<file path="config.mk">
export PLATFORM = sky130hd
export DESIGN_NAME = order_manager
export DESIGN_NICKNAME = d
export VERILOG_FILES = /design/src/rtl/overcooked_pkg.sv /design/src/rtl/sec_tick.sv /design/src/rtl/order_manager.sv
export SDC_FILE = /design/constraint.sdc
export NUM_CORES = 1
export LEC_CHECK = 0
export ABC_AREA = 1
export BUFFER_PORTS_ARGS = -buffer_cell sky130_fd_sc_hd__clkbuf_2
export CORE_UTILIZATION = 45
export DETAILED_ROUTE_END_ITERATION = 6
export HOLD_SLACK_MARGIN = 0.02
export PLACE_DENSITY = 0.68
export REMOVE_ABC_BUFFERS = 1
export SYNTH_ARGS = -nofsm -noshare
export SYNTH_HDL_FRONTEND = slang
export SYNTH_SLANG_ARGS = --single-unit
</file>
<file path="constraint.sdc">
create_clock -name clk_i -period 6.8 [get_ports clk_i]
set_input_delay 0.68 -clock clk_i [delete_from_list [all_inputs] [get_ports clk_i]]
set_output_delay 0.68 -clock clk_i [all_outputs]
set_load 0.005 [all_outputs]
</file>
<file path="src/rtl/overcooked_pkg.sv">
// ============================================================================
// Package     : overcooked_pkg
// Description : Shared game-state encoding, order-queue limits and score cap.
// Revision    : 1.0 - initial release
// ============================================================================
`default_nettype none

package overcooked_pkg;

    typedef enum logic [2:0] {
        GS_WELCOME = 3'd0,
        GS_PLAY    = 3'd1,
        GS_END     = 3'd2
    } game_state_e;

    typedef enum logic [1:0] {
        ST_IDLE = 2'd0,
        ST_RUN  = 2'd1,
        ST_DONE = 2'd2
    } om_state_e;

    localparam int unsigned MAX_ORDERS = 4;
    localparam logic [9:0]  SCORE_CAP  = 10'd999;

    function automatic logic [9:0] sat_score(input logic [11:0] v);
        return (v > {2'b00, SCORE_CAP}) ? SCORE_CAP : v[9:0];
    endfunction

endpackage

`default_nettype wire

</file>
<file path="src/rtl/sec_tick.sv">
// ============================================================================
// Module      : sec_tick
// Description : Divides the clock into one-cycle game-second pulses.
// Revision    : 1.0 - initial release
// ============================================================================
`default_nettype none

module sec_tick #(
    parameter int unsigned TICK_CYCLES = 65_000_000
) (
    input  logic clk_i,
    input  logic rst_ni,
    input  logic enable_i,
    input  logic clear_i,
    output logic sec_o
);

    localparam int unsigned CW = (TICK_CYCLES > 1) ? $clog2(TICK_CYCLES) : 1;
    localparam logic [CW-1:0] LAST = CW'(TICK_CYCLES - 1);

    logic [CW-1:0] cnt_q;

    assign sec_o = enable_i && (cnt_q == LAST);

    always_ff @(posedge clk_i or negedge rst_ni) begin
        if (!rst_ni) begin
            cnt_q <= '0;
        end else if (clear_i) begin
            cnt_q <= '0;
        end else if (enable_i) begin
            cnt_q <= (cnt_q == LAST) ? '0 : cnt_q + 1'b1;
        end
    end

endmodule

`default_nettype wire

</file>
<file path="src/rtl/order_manager.sv">
// ============================================================================
// Module      : order_manager
// Description : Round timer, score keeping and four-slot order queue.
// Revision    : 1.0 - initial release
// ============================================================================
`default_nettype none

module order_manager
    import overcooked_pkg::*;
#(
    parameter int unsigned TICK_CYCLES   = 65_000_000,
    parameter int unsigned GAME_SECONDS  = 180,
    parameter int unsigned ORDER_SECONDS = 30,
    parameter int unsigned SPAWN_SECONDS = 20,
    parameter int unsigned REWARD        = 20,
    parameter int unsigned PENALTY       = 10
) (
    input  logic            clk_i,
    input  logic            rst_ni,
    input  logic [2:0]      game_state_i,
    input  logic            deliver_i,
    output logic [7:0]      time_left_o,
    output logic [9:0]      point_total_o,
    output logic [3:0]      orders_o,
    output logic [3:0][4:0] order_times_o,
    output logic            deliver_ok_o,
    output logic            round_over_o
);

    localparam logic [7:0]  GAME_INIT  = 8'(GAME_SECONDS);
    localparam logic [4:0]  ORDER_INIT = 5'(ORDER_SECONDS);
    localparam logic [7:0]  SPAWN_LAST = 8'(SPAWN_SECONDS);
    localparam logic [11:0] REWARD_W   = 12'(REWARD);
    localparam logic [11:0] PENALTY_W  = 12'(PENALTY);

    om_state_e       state_q;
    logic [7:0]      time_q;
    logic [9:0]      points_q;
    logic [2:0]      count_q;
    logic [3:0][4:0] slots_q;
    logic [7:0]      spawn_q;
    logic            deliver_ok_q;
    logic            round_over_q;

    logic            playing;
    logic            run_en;
    logic            start;
    logic            sec;

    assign playing = (game_state_i == GS_PLAY);
    assign run_en  = (state_q == ST_RUN) && playing;
    assign start   = (state_q == ST_IDLE) && playing;

    sec_tick #(
        .TICK_CYCLES (TICK_CYCLES)
    ) u_sec_tick (
        .clk_i    (clk_i),
        .rst_ni   (rst_ni),
        .enable_i (run_en),
        .clear_i  (start),
        .sec_o    (sec)
    );

    logic [3:0][4:0] exp_slots, del_slots, slots_d;
    logic [2:0]      exp_cnt, del_cnt, count_d;
    logic [2:0]      n_expired;
    logic [4:0]      dec;
    logic [11:0]     pen, pts_pen, pts_rew;
    logic [9:0]      points_d;
    logic [7:0]      time_d, spawn_d;
    logic            deliver_ok_d, round_over_d;

    // Order of a RUN step: age and compact, then deliver, then spawn.
    always_comb begin
        exp_slots = '0;
        exp_cnt   = '0;
        n_expired = '0;
        dec       = '0;
        if (sec) begin
            for (int i = 0; i < int'(MAX_ORDERS); i++) begin
                if (3'(i) < count_q) begin
                    dec = slots_q[i] - 5'd1;
                    if (dec == 5'd0) begin
                        n_expired = n_expired + 3'd1;
                    end else begin
                        exp_slots[exp_cnt[1:0]] = dec;
                        exp_cnt = exp_cnt + 3'd1;
                    end
                end
            end
        end else begin
            exp_slots = slots_q;
            exp_cnt   = count_q;
        end

        pen     = 12'(n_expired) * PENALTY_W;
        pts_pen = ({2'b00, points_q} > pen) ? ({2'b00, points_q} - pen) : 12'd0;

        deliver_ok_d = deliver_i && (exp_cnt != 3'd0);
        del_slots    = exp_slots;
        del_cnt      = exp_cnt;
        pts_rew      = pts_pen;
        if (deliver_ok_d) begin
            pts_rew   = pts_pen + REWARD_W + {7'd0, exp_slots[0]};
            del_slots = {5'd0, exp_slots[3:1]};
            del_cnt   = exp_cnt - 3'd1;
        end
        points_d = sat_score(pts_rew);

        slots_d = del_slots;
        count_d = del_cnt;
        spawn_d = spawn_q;
        if (sec) begin
            spawn_d = spawn_q + 8'd1;
            if (spawn_d == SPAWN_LAST) begin
                spawn_d = '0;
                if (del_cnt < 3'(MAX_ORDERS)) begin
                    slots_d[del_cnt[1:0]] = ORDER_INIT;
                    count_d = del_cnt + 3'd1;
                end
            end
        end

        time_d       = sec ? (time_q - 8'd1) : time_q;
        round_over_d = sec && (time_q == 8'd1);
    end

    always_ff @(posedge clk_i or negedge rst_ni) begin
        if (!rst_ni) begin
            state_q      <= ST_IDLE;
            time_q       <= '0;
            points_q     <= '0;
            count_q      <= '0;
            slots_q      <= '0;
            spawn_q      <= '0;
            deliver_ok_q <= 1'b0;
            round_over_q <= 1'b0;
        end else begin
            deliver_ok_q <= 1'b0;
            round_over_q <= 1'b0;
            case (state_q)
                ST_IDLE: begin
                    if (playing) begin
                        state_q  <= ST_RUN;
                        time_q   <= GAME_INIT;
                        points_q <= '0;
                        count_q  <= 3'd1;
                        slots_q  <= {15'd0, ORDER_INIT};
                        spawn_q  <= '0;
                    end
                end
                ST_RUN: begin
                    if (!playing) begin
                        state_q <= ST_IDLE;
                    end else begin
                        time_q       <= time_d;
                        points_q     <= points_d;
                        count_q      <= count_d;
                        slots_q      <= slots_d;
                        spawn_q      <= spawn_d;
                        deliver_ok_q <= deliver_ok_d;
                        if (round_over_d) begin
                            round_over_q <= 1'b1;
                            state_q      <= ST_DONE;
                        end
                    end
                end
                ST_DONE: begin
                    if (!playing) begin
                        state_q <= ST_IDLE;
                    end
                end
                default: state_q <= ST_IDLE;
            endcase
        end
    end

    assign time_left_o   = time_q;
    assign point_total_o = points_q;
    assign orders_o      = {1'b0, count_q};
    assign order_times_o = slots_q;
    assign deliver_ok_o  = deliver_ok_q;
    assign round_over_o  = round_over_q;

endmodule

`default_nettype wire

</file>
==> metrics.md <==
| Metric | Value |
|---|---|
| Pre-Repair DR Iteration Count | `7` |
| Synth Warn # | `0` |
| IO buf count | `48` |
| Pwr per Cell Area | `188 nW/um^2` |
| Global-route wire length before repair | `30.1 mm` |
| Clock skew | `0.00937 ns` |
| Die ar. | `15700 sq um` |
| Core area | `14700 sq um` |
| Syn Std Cell Area | `6850 sq um` |
| Clk_lat worst skew | `0.34 ns` |
| VDD IR-drop max | `0.106 mV` |
| RePlAce Congestion | `0.959` |
| Final period util | `93.1%` |
| Cells on worst reg2reg path | `44` |
| FFs w/ async S/R, synth | `100%` |
| Ratio of cells with drive above 1 in the final layout | `18.2%` |
| Worst Path Max Fanout | `8` |
| Slew margin rel. | `41.1%` |
| Die W | `125 microns` |
| Setup-failing EPs final | `0` |
| Post-detail-place hpwl | `13.9 mm` |
| Worst EP arrival | `6.61 ns` |
| Residual DRC count | `4` |
| Final WL | `18.1 mm` |
| CTS hold repair buffers | `0` |
| Initial antenna violation count | `0` |
| Layout Cell Area excl Fill | `7800 sq um` |
| Height of the die | `125 microns` |
| Critical Path Sink Type | `register` |
| Fillers | `1449` |
| CTS sink count | `79` |
| Post-Syn Instances | `994` |
| Dominant synthesized flop cell | `dfrtp_1` |
| Initial Util | `46.6%` |
| Sequential share of the synthesized area | `28.9%` |
| Commonest cells after routing, fill and taps aside | `nand2_1 (246), inv_1 (117), dfrtp_1 (77)` |
| Pin count of the biggest net entering global routing | `70` |
| CTS max path bufs | `2` |
| Status | `complete, but fails checks` |
| Slew @ Worst Pin | `0.884 ns` |
| Final Hold Vio Count | `0` |
| DR WL/cell | `14.7 microns` |
| Avg Inst Size Synth | `6.89 sq um` |
| Post-DP Area | `7270 sq um` |
| Setup ws final | `0.466 ns` |
| Pins Over Slew Limit | `0` |
| Lkg Pwr | `3.90 nW` |
| RR Startpoint | `order_times_o[6]$_DFFE_PN0P_` |
| Setup tns final | `0 ns` |
| Initial DRC count | `519` |
| # nets final | `1108` |
| Routed Antenna Nets | `0` |
| CTS tree | `yes` |
| # H-tree levels | `3` |
| Crit start category | `register` |
| Clk slew on worst S/H paths | `0.06 ns` |
| Reg2Reg Capture Point | `point_total_o[0]$_DFFE_PN0P_` |
| Total power | `1.47 mW` |
| Seq cells post-synth | `79` |
| Setup WS pre-CTS | `0.00802 ns` |
| Slowest stage delay, CP | `0.41 ns` |
| Vias | `6669` |
| # diodes | `0` |
| Kind of critical path | `register to register` |
| Max_cap viols | `0` |
| Reg2Reg Setup Slack | `0.47 ns` |
| Gr usage total | `23.7%` |
| Slowest-stage cell, CP | `dfrtp_1` |
| Via-to-Cell Ratio | `5.39` |
| Violated checks | `design-rule violations` |
| FMAX | `158 MHz` |
| Synth unique cells | `53` |
| Total congestion overflow | `0` |
| Worst Hold Class | `input port to async pin` |
| Crit path time final | `6.33 ns` |
| # IOs | `50` |
| Area delta synth->final | `13.8%` |
| WP data required | `7.08 ns` |
| Most common cell after layout, fill and taps aside | `nand2_1` |
| CTS Root Cell | `clkbuf_16` |
| Row count | `44` |
| Vias in the first global route | `6201` |
| CTS buffer count | `9` |
| Most used cell, CP | `nand2_1` |
| EDFF count, synth | `0` |
## sequential cells by signal, indices dropped and copies added (netlist names), 2 cells and up
| signal | cells |
|---|---|
| time_left_o | 8 |
| point_total_o | 10 |
| u_sec_tick.cnt_q | 26 |
| count_q | 3 |
| spawn_q | 8 |
| state_q | 2 |
| order_times_o | 20 |
## per-layer routing
metal | GRT usage, % | wire (microns)
met2 | 38.2 | 8140
met1 | 33.4 | 8660
met3 | 3.00 | 1070
met4 | 6.53 | 274
met5 | 0 | 0
## worst max-delay path by stage
stage                            startpoint                           end  slack [ns]
2_1_floorplan  order_times_o[5]$_DFFE_PN0P_  point_total_o[3]$_DFFE_PN0P_        0.57
3_3_place_gp   order_times_o[5]$_DFFE_PN0P_  point_total_o[4]$_DFFE_PN0P_        0.14
3_5_place_dp   order_times_o[5]$_DFFE_PN0P_  point_total_o[3]$_DFFE_PN0P_       0.008
4_1_cts        order_times_o[5]$_DFFE_PN0P_  point_total_o[3]$_DFFE_PN0P_        0.07
5_1_grt        order_times_o[0]$_DFFE_PN0P_  point_total_o[0]$_DFFE_PN0P_       -0.02
6_report       order_times_o[6]$_DFFE_PN0P_  point_total_o[0]$_DFFE_PN0P_        0.47
## cell type report
| class | count | area [sq um] | area share [%] |
|---|---|---|---|
| Timing Repair Buffer | 63 | 355 | 4.56 |
| Clock inverter | 5 | 81.3 | 1.04 |
| Multi-Input combinational cell | 747 | 4360 | 55.9 |
| Sequential cell | 79 | 1980 | 25.4 |
| Clock buffer | 10 | 229 | 2.94 |
| Inverter | 150 | 567 | 7.27 |
| Tap cell | 184 | 230 | 2.95 |
## critical path: cells and delay by family (launching register included)
kind / cells / cell delay [ns]
adders and majority gates: 10 / 2.40
and+or+nand+nor: 23 / 1.88
AOI/OAI and AO/OA: 5 / 0.77
DFF: 1 / 0.41
buffers and inverters: 4 / 0.33
muxes: 1 / 0.27
xor gates and xnor gates: 1 / 0.16
## where the power goes
group	total, mW	switching (mW)	leakage, nW	internal [mW]
registers	0.541	0.0358	1.02	0.505
logic	0.417	0.266	2.73	0.151
clock network	0.511	0.191	0.149	0.320
total	1.47	0.493	3.90	0.977
## Yosys cell counts, types with 13 or more instances
cell | count | share of area, %
a21oi_1 | 40 | 2.9
dfrtp_1 | 79 | 29
ha_1 | 50 | 9.1
inv_1 | 121 | 6.6
inv_2 | 27 | 1.5
nand2_1 | 249 | 14
nand2_2 | 18 | 1.6
nand3_1 | 66 | 4.8
nand4_1 | 20 | 1.8
nor2_1 | 79 | 4.3
nor3_1 | 26 | 1.9
o21ai_0 | 48 | 3.5
o21ai_1 | 23 | 1.7
o22ai_1 | 13 | 1.2
xor2_1 | 13 | 1.7
## through the flow
step | hold slack (ns) | util [%] | instances
2_1_floorplan | 0.384 | - | 976
3_3_place_gp | 0.490 | 49.5 | 1216
3_5_place_dp | 0.499 | 49.5 | 1216
4_1_cts | 0.176 | 51.6 | 1231
5_1_grt | 0.175 | 53.0 | 1238
6_report | 0.175 | 53.0 | 1238
## repair_timing
item	in CTS	in global routing
setup endpoints to repair	5	10
cloned	0	0
buffers inserted	0	7
pin swaps	0	7
gates resized for setup	1	37
## logic make-up (layout without fill, tap and decap cells)
family | Yosys count | count (layout) | synth area share, %
adder cells (fa/ha/maj) | 52 | 52 | 9.72
other | 1 | 1 | 0.0548
multiplexers | 1 | 1 | 0.164
AND/OR/NAND/NOR | 505 | 505 | 34.2
buffers and inverters | 168 | 228 | 9.90
AO/OA/AOI/OAI | 167 | 167 | 14.4
XOR/XNOR | 21 | 21 | 2.69
flip-flops | 79 | 79 | 28.9
(Power assumes the default switching activity.)
